<file path="config.mk">
export PLATFORM = sky130hd
export DESIGN_NAME = pipe_stall_ctrl
export DESIGN_NICKNAME = d
export VERILOG_FILES = /design/src/rtl/pipe_stall_ctrl.sv
export SDC_FILE = /design/constraint.sdc
export NUM_CORES = 1
export LEC_CHECK = 0
export ABC_AREA = 1
export BUFFER_PORTS_ARGS = -buffer_cell sky130_fd_sc_hd__buf_2
export CORE_UTILIZATION = 29
export CTS_BUF_LIST = sky130_fd_sc_hd__clkbuf_8
export CTS_CLUSTER_SIZE = 14
export DETAILED_ROUTE_END_ITERATION = 8
export PLACE_DENSITY = 0.68
export SYNTH_ARGS = -nofsm -noshare
export SYNTH_HDL_FRONTEND = slang
export SYNTH_SLANG_ARGS = --single-unit
</file>
<file path="constraint.sdc">
create_clock -name clk -period 3.8 [get_ports clk]
set_clock_uncertainty 0.1 [all_clocks]
set_input_delay 0.95 -clock clk [delete_from_list [all_inputs] [get_ports clk]]
set_output_delay 0.95 -clock clk [all_outputs]
set_load 0.01 [all_outputs]
</file>
<file path="src/rtl/pipe_stall_ctrl.sv">
// Central stall/flush scheduler for the 5-stage pipeline (PC, IF/ID, ID/EX, EX).
// Define PIPE_STALL_CTRL_PERF_EN to implement the stall_count/flush_count counters.
module pipe_stall_ctrl #(
   parameter int unsigned FLUSH_CYCLES = 1,
   parameter int unsigned MD_TIMEOUT   = 64
) (
   input  logic        clk,
   input  logic        rst,
   input  logic [4:0]  IF_ID_rs,
   input  logic [4:0]  IF_ID_rt,
   input  logic        IF_ID_uses_rt,
   input  logic [4:0]  EX_ID_rt,
   input  logic        EX_ID_memory_read,
   input  logic        EX_mispredict,
   input  logic        ID_IF_jump,
   input  logic        EX_md_start,
   input  logic        EX_md_done,
   output logic        pc_enable,
   output logic        IF_enable,
   output logic        ID_enable,
   output logic        EX_enable,
   output logic        IF_flush,
   output logic        ID_flush,
   output logic        md_timeout,
   output logic [15:0] stall_count,
   output logic [15:0] flush_count
);

   typedef enum logic [1:0] {StRun, StMdWait, StFlush} state_e;

   localparam logic [3:0] FlushLoad = 4'(FLUSH_CYCLES - 1);
   localparam logic [7:0] MdLast    = 8'(MD_TIMEOUT - 1);

   state_e      state_q, state_d;
   logic [3:0]  flush_cnt_q, flush_cnt_d;
   logic [7:0]  wait_cnt_q, wait_cnt_d;
   logic        md_timeout_q, md_timeout_d;
   logic        front_en, ex_en, if_fl, id_fl;
   logic        stall_inc, flush_inc;
   logic        load_use;

   assign load_use = EX_ID_memory_read & (EX_ID_rt != 5'd0) &
                     ((EX_ID_rt == IF_ID_rs) | (IF_ID_uses_rt & (EX_ID_rt == IF_ID_rt)));

   always_comb begin
      state_d      = state_q;
      flush_cnt_d  = flush_cnt_q;
      wait_cnt_d   = wait_cnt_q;
      md_timeout_d = md_timeout_q;
      front_en     = 1'b1;
      ex_en        = 1'b1;
      if_fl        = 1'b0;
      id_fl        = 1'b0;
      stall_inc    = 1'b0;
      flush_inc    = 1'b0;
      unique case (state_q)
         StRun: begin
            if (EX_mispredict) begin
               if_fl     = 1'b1;
               id_fl     = 1'b1;
               flush_inc = 1'b1;
               if (FLUSH_CYCLES > 1) begin
                  flush_cnt_d = FlushLoad;
                  state_d     = StFlush;
               end
            end else if (EX_md_start) begin
               wait_cnt_d = '0;
               // A single-cycle op that completes on entry never freezes the front end.
               if (!EX_md_done) begin
                  front_en = 1'b0;
                  ex_en    = 1'b0;
                  state_d  = StMdWait;
               end
            end else if (load_use) begin
               front_en  = 1'b0;
               stall_inc = 1'b1;
            end else if (ID_IF_jump) begin
               if_fl = 1'b1;
            end
         end
         StMdWait: begin
            stall_inc = 1'b1;
            if (EX_md_done) begin
               state_d = StRun;
            end else if (wait_cnt_q == MdLast) begin
               md_timeout_d = 1'b1;
               id_fl        = 1'b1;
               state_d      = StRun;
            end else begin
               front_en   = 1'b0;
               ex_en      = 1'b0;
               wait_cnt_d = wait_cnt_q + 8'd1;
            end
         end
         StFlush: begin
            if_fl = 1'b1;
            id_fl = 1'b1;
            if (EX_mispredict) begin
               flush_cnt_d = FlushLoad;
               flush_inc   = 1'b1;
            end else if (flush_cnt_q == 4'd1) begin
               state_d = StRun;
            end else begin
               flush_cnt_d = flush_cnt_q - 4'd1;
            end
         end
         default: state_d = StRun;
      endcase
   end

   always_ff @(posedge clk or posedge rst) begin
      if (rst) begin
         state_q      <= StRun;
         flush_cnt_q  <= '0;
         wait_cnt_q   <= '0;
         md_timeout_q <= 1'b0;
      end else begin
         state_q      <= state_d;
         flush_cnt_q  <= flush_cnt_d;
         wait_cnt_q   <= wait_cnt_d;
         md_timeout_q <= md_timeout_d;
      end
   end

   // Reset overrides every control output combinationally.
   assign pc_enable  = front_en & ~rst;
   assign IF_enable  = front_en & ~rst;
   assign ID_enable  = front_en & ~rst;
   assign EX_enable  = ex_en & ~rst;
   assign IF_flush   = if_fl & ~rst;
   assign ID_flush   = id_fl & ~rst;
   assign md_timeout = md_timeout_q;

`ifdef PIPE_STALL_CTRL_PERF_EN
   logic [15:0] stall_q, flush_q;

   always_ff @(posedge clk or posedge rst) begin
      if (rst) begin
         stall_q <= '0;
         flush_q <= '0;
      end else begin
         if (stall_inc && (stall_q != 16'hFFFF)) stall_q <= stall_q + 16'd1;
         if (flush_inc && (flush_q != 16'hFFFF)) flush_q <= flush_q + 16'd1;
      end
   end

   assign stall_count = stall_q;
   assign flush_count = flush_q;
`else
   logic unused_perf;
   assign unused_perf = stall_inc ^ flush_inc;
   assign stall_count = '0;
   assign flush_count = '0;
`endif

endmodule

</file>
# ---- After elaboration in Yosys (flattened, before gate mapping)
# Cells that the tools add are included.
dict set report totals {
  in_bits 23
  ff_bits 15
  out_inout_bits 39
  word_cells 71
}
dict set report classes {
  reduce_logical 7
  n_mux 33
  add_sub_neg 2
  n_bitwise 10
  eq_ne 15
}
# op count
set ops {}
lappend ops {{two-way mux 8 bit} 4}
lappend ops {{inequality test 2 bit, second input constant} 8}
lappend ops {{case mux 8 bit (2 select lines)} 1}
lappend ops {{two-way mux 1 bit} 14}
lappend ops {{two-way mux 2 bit} 7}
lappend ops {{equality test 5 bit} 2}
lappend ops {{adder 8 x 1 -> 8 bit, second input constant} 1}
lappend ops {{equality test 8 x 6 -> 1 bit, second input constant} 1}
lappend ops {{two-way mux 4 bit} 2}
lappend ops {{bitwise AND 1 bit} 7}
lappend ops {{case mux 1 bit (2 select lines)} 3}
lappend ops {{case mux 2 bit (3 select lines)} 1}
lappend ops {{AND reduction 6 bit} 1}
lappend ops {{AND reduction 5 bit} 1}
lappend ops {{nonzero test 5 bit} 1}
lappend ops {{equality test 4 x 1 -> 1 bit, second input constant} 1}
lappend ops {{subtractor 4 x 1 -> 4 bit, second input constant} 1}
lappend ops {{inequality test 3 bit, second input constant} 1}
lappend ops {{case mux 1 bit (3 select lines)} 1}
lappend ops {{AND reduction 3 bit} 1}
lappend ops {{equality test 2 x 1 -> 1 bit, second input constant} 1}
lappend ops {{equality test 2 bit, second input constant} 1}
lappend ops {{zero test 2 bit} 1}
lappend ops {{inverter 1 bit} 2}
lappend ops {{other kinds (3)} 3}

# ---- Longest topological paths before layout
dict set report logic_depth {
  depth_word 9
  ltp_mapped 10
}

# ---- Worst setup path after synthesis
# OpenSTA, ideal clock, no wires.
dict set report synth_timing {
  kind {input -> output}
  startpoint {input port EX_ID_rt[3]}
  endpoint {output port IF_enable}
  t_arrival_ps 1754
  path_buffers 1
  path_stages 8
  path_slack_ps 996
  required_time_ps 2750
  cell_sequence {inv_1 nand4_1 o21ai_0 inv_1 nand2_1 nand2_1 a21oi_2 buf_4}
}
dict set report synth_via {
  elab_chain_cells 9
  elab_cells_between_ends 12
}
# item line_no
set synth_lines {}
lappend synth_lines {{start: declaration} 12} ;# input logic [4:0] EX_ID_rt,
lappend synth_lines {{equality test 5 bit} 43} ;# ((EX_ID_rt == IF_ID_rs) | (IF_ID_uses_rt & (EX_ID_rt == IF_ID_rt)));
lappend synth_lines {{bitwise AND 1 bit} 43}
lappend synth_lines {{bitwise OR 1 bit} 43}
lappend synth_lines {{bitwise AND 1 bit *} 42} ;# assign load_use = EX_ID_memory_read & (EX_ID_rt != 5'd0) &
lappend synth_lines {{two-way mux 1 bit *} 74} ;# end else if (load_use) begin
lappend synth_lines {{two-way mux 1 bit *} 66} ;# end else if (EX_md_start) begin
lappend synth_lines {{two-way mux 1 bit *} 58} ;# if (EX_mispredict) begin
lappend synth_lines {{case mux 1 bit (2 select lines) *} 56} ;# unique case (state_q)
lappend synth_lines {{bitwise AND 1 bit *} -}
lappend synth_lines {{end: declaration} 19} ;# output logic IF_enable,
# Every way passes the cells marked *; elsewhere a longest branch is shown, timed or not.

# ---- Worst setup path after layout
dict set report layout_timing {
  startpoint {register wait_cnt_q[0]}
  endpoint {output port EX_enable}
}
dict set report layout_via {
  elab_chain_cells 5
}
# item line_no
set layout_lines {}
lappend layout_lines {{start: declaration} 36} ;# logic [7:0] wait_cnt_q, wait_cnt_d;
lappend layout_lines {{start signal: assignment} 120} ;# wait_cnt_q <= wait_cnt_d;
lappend layout_lines {{equality test 8 x 6 -> 1 bit} 85} ;# end else if (wait_cnt_q == MdLast) begin
lappend layout_lines {{two-way mux 1 bit} 85}
lappend layout_lines {{two-way mux 1 bit} 83} ;# if (EX_md_done) begin
lappend layout_lines {{case mux 1 bit (2 select lines)} 56}
lappend layout_lines {{bitwise AND 1 bit} 129} ;# assign EX_enable = ex_en & ~rst;
lappend layout_lines {{end: declaration} 21} ;# output logic EX_enable,
# Every way passes these cells.

==> flow_summary.json <==
{
  "yosys-top-cells-area": "buf_4, dfrtp_1, nand2_1, inv_1, nor2_1",
  "worstSetupEndpointType": "output pin",
  "cp_max_fo": 13,
  "synth.avg_cell_area_um2": 6.60,
  "synth_compound_area_frac": 0.0830,
  "grt_usage": 0.110,
  "arrival_ps": 1900,
  "muxShareOfSynthArea": 0,
  "pwr-share-seq": 0.352,
  "htreeDepth": 1,
  "cts.sinks": 10,
  "dp_hpwl_um": 1660,
  "async_reset_ff_frac": 1.00,
  "start_util": 0.311,
  "setup_viol": 0,
  "cts_tree": "yes",
  "die_area_mm2": 0.00394,
  "hold_path.class": "reg -> reg",
  "p_per_area_mw_per_mm2": 272,
  "die_h_um": 62.7,
  "insertedDiodeCount": 0,
  "avgViaCountPerCell": 3.87,
  "ctsResizeCount": 0,
  "synth_commonest_cells": "nand2_1, buf_4, inv_1, nor2_1, dfrtp_1",
  "synth_top_family_by_area": "buffers and inverters",
  "syn_to_final_growth_pct": 10.1,
  "placed_cell_area_mm2": 0.00112,
  "max_stage_delay_ps": 390,
  "irDropWorstVdd_mv": 0.0793,
  "power_uw": 321,
  "final_area_mm2": 0.00118,
  "p_leak_uw": 0.000707,
  "drive_gt1_frac": 0.215,
  "grt_pass1_wl_um": 3290,
  "final_nets": 216,
  "pwr-share-comb": 0.226,
  "synth_edf_count": 0,
  "finalCriticalPeriod_ps": 2950,
  "cp_top_family": "simple AND/OR/NAND/NOR gates",
  "p_int_uw": 225,
  "grt.overflow.total": 0,
  "ys_seq_area_frac": 0.234,
  "hold_viol_final": 0,
  "drtAntennaViolNets": 0,
  "io_pins": 62,
  "path_clk_slew_ps": 50,
  "drv_cap": 0,
  "slowest_stage": "dfrtp_1",
  "path_buf_inv": 1,
  "syn_inst": 162,
  "antenna_found_initial": 0,
  "first_iter_violations": 62,
  "cts_buffers": 3,
  "firstDrtPassIters": 4,
  "startpoint_type": "flip-flop",
  "synthDistinctLibCells": 23,
  "wl_per_cell_um": 8.32,
  "grt_start_max_net_pins": 14,
  "synth_ff_type": "dfrtp_1",
  "die_x_um": 62.7,
  "clock_latency_ps": 240,
  "wl_um": 1970,
  "period_share": 0.777,
  "synth_top_area_frac": 0.239,
  "cts_setup_buffers": 0,
  "place.gp.congestion": 0.800,
  "synth-seq-cells": 10,
  "status": "complete, no violations",
  "netSwitchingPower_uw": 95.4,
  "synth_warnings": 0,
  "syn_area_mm2": 0.00107,
  "root_buffer": "clkbuf_8",
  "power.share.clock": 0.422,
  "core_mm2": 0.00344,
  "synth_simple_gate_area_share": 0.290,
  "worstPathRequired_ps": 2750,
  "fmax_mhz": 339,
  "finalMaxSlewViolations": 0,
  "crit_chain": "ha_1 -> nand3_2 -> nor2_4 -> nand2_2 -> o21ai_4 -> a21oi_1 -> nor2_1 -> buf_2",
  "critPathKind": "reg -> out",
  "cts_hold_buffers": 0,
  "synth.most_common_cell": "nand2_1",
  "switching_share": 0.297,
  "io_buffers": 29,
  "setup_tns_ps": 0,
  "synth_xor_area_frac": 0.0409,
  "rsz0062_at_grt": "false",
  "grt_pass1_vias": 798,
  "post-route-drc-count": 0,
  "synth_top_area_cell": "buf_4",
  "r2r_slack_ps": 2030,
  "synth_fa_ha_area_frac": 0.0117,
  "clk_path_buf_depth": 2,
  "fp-row-count": 21,
  "num_vias": 918
}
-- kinds of logic (layout without fill, tap and decap cells) --
kind of cell / count (synthesis) / after routing
XOR/XNOR: 5 / 5
adder cells (fa/ha/maj): 1 / 1
buffers and inverters: 60 / 58
AO/OA/AOI/OAI: 14 / 14
AND/OR/NAND/NOR: 71 / 71
flip-flops: 10 / 10
other: 1 / 32
-- registers in the layout (all words and copies together), names as in the netlist --
signal,cells
md_timeout,1
state_q,1
wait_cnt_q,8
-- stage by stage --
step	utilization	hold slack [ps]	setup WS, ps	std cells
floorplan	-	372	996	193
global placement	0.326	342	831	233
detailed placement	0.326	347	814	233
CTS	0.342	360	809	237
global route	0.342	387	653	237
finish	0.342	355	847	237
-- worst reg2reg max path: cells and delay by family (launching register included) --
| family | cells | cell delay [ps] |
|---|---|---|
| compound gates | 1 | 310 |
| flops | 1 | 390 |
| fa+ha+maj | 1 | 220 |
| simple gates | 6 | 650 |
-- power groups by stage --
stage | clock, uW | sequential [uW] | combinational, uW
after floorplan | 0 | 114 | 75.0
after global placement | 0 | 114 | 72.1
after detailed placement | 0 | 115 | 72.8
after CTS | 141 | 113 | 73.0
after global routing | 145 | 113 | 83.3
final | 135 | 113 | 72.6
-- final cells by class --
| type | instances | area, um^2 |
|---|---|---|
| Multi-Input combinational cell | 123 | 576 |
| Inverter | 25 | 93.8 |
| Clock buffer | 4 | 55.1 |
| Fill cell | 389 | 2260 |
| Tap cell | 46 | 57.6 |
| Timing Repair Buffer | 29 | 145 |
| Sequential cell | 10 | 250 |
-- placed cells by master, fill, tap and decap left out --
cell type  instances
conb_1            32
nand2_1           42
inv_1             25
buf_2             29
o22ai_1            3
xor2_1             2
o21ai_1            4
clkbuf_8           4
nor2_1            13
nand4_1            1
o21ai_4            1
o21ai_0            3
xnor2_1            3
nand3_1            8
ha_1               1
a21oi_2            1
nor3_2             1
nand2_2            3
dfrtp_1           10
a21oi_1            2
nor2_4             1
nand3_2            1
nor3b_1            1
-- layer usage --
layer  global-route usage  routed length [um]
met5                    0                   0
met4               0.0959                  71
met3               0.0164                 132
met2                0.177                 892
met1                0.126                 875
-- worst paths after layout --
check,to,depth (start not counted),start
max in group asynchronous,md_timeout,2,rst
min in group asynchronous,wait_cnt_q[1],2,rst
min reg2reg,md_timeout,2,md_timeout
max reg2reg,wait_cnt_q[5],8,wait_cnt_q[0]
max,EX_enable,8,wait_cnt_q[0]
min,md_timeout,2,md_timeout
Power figures use the tool's default switching activity.
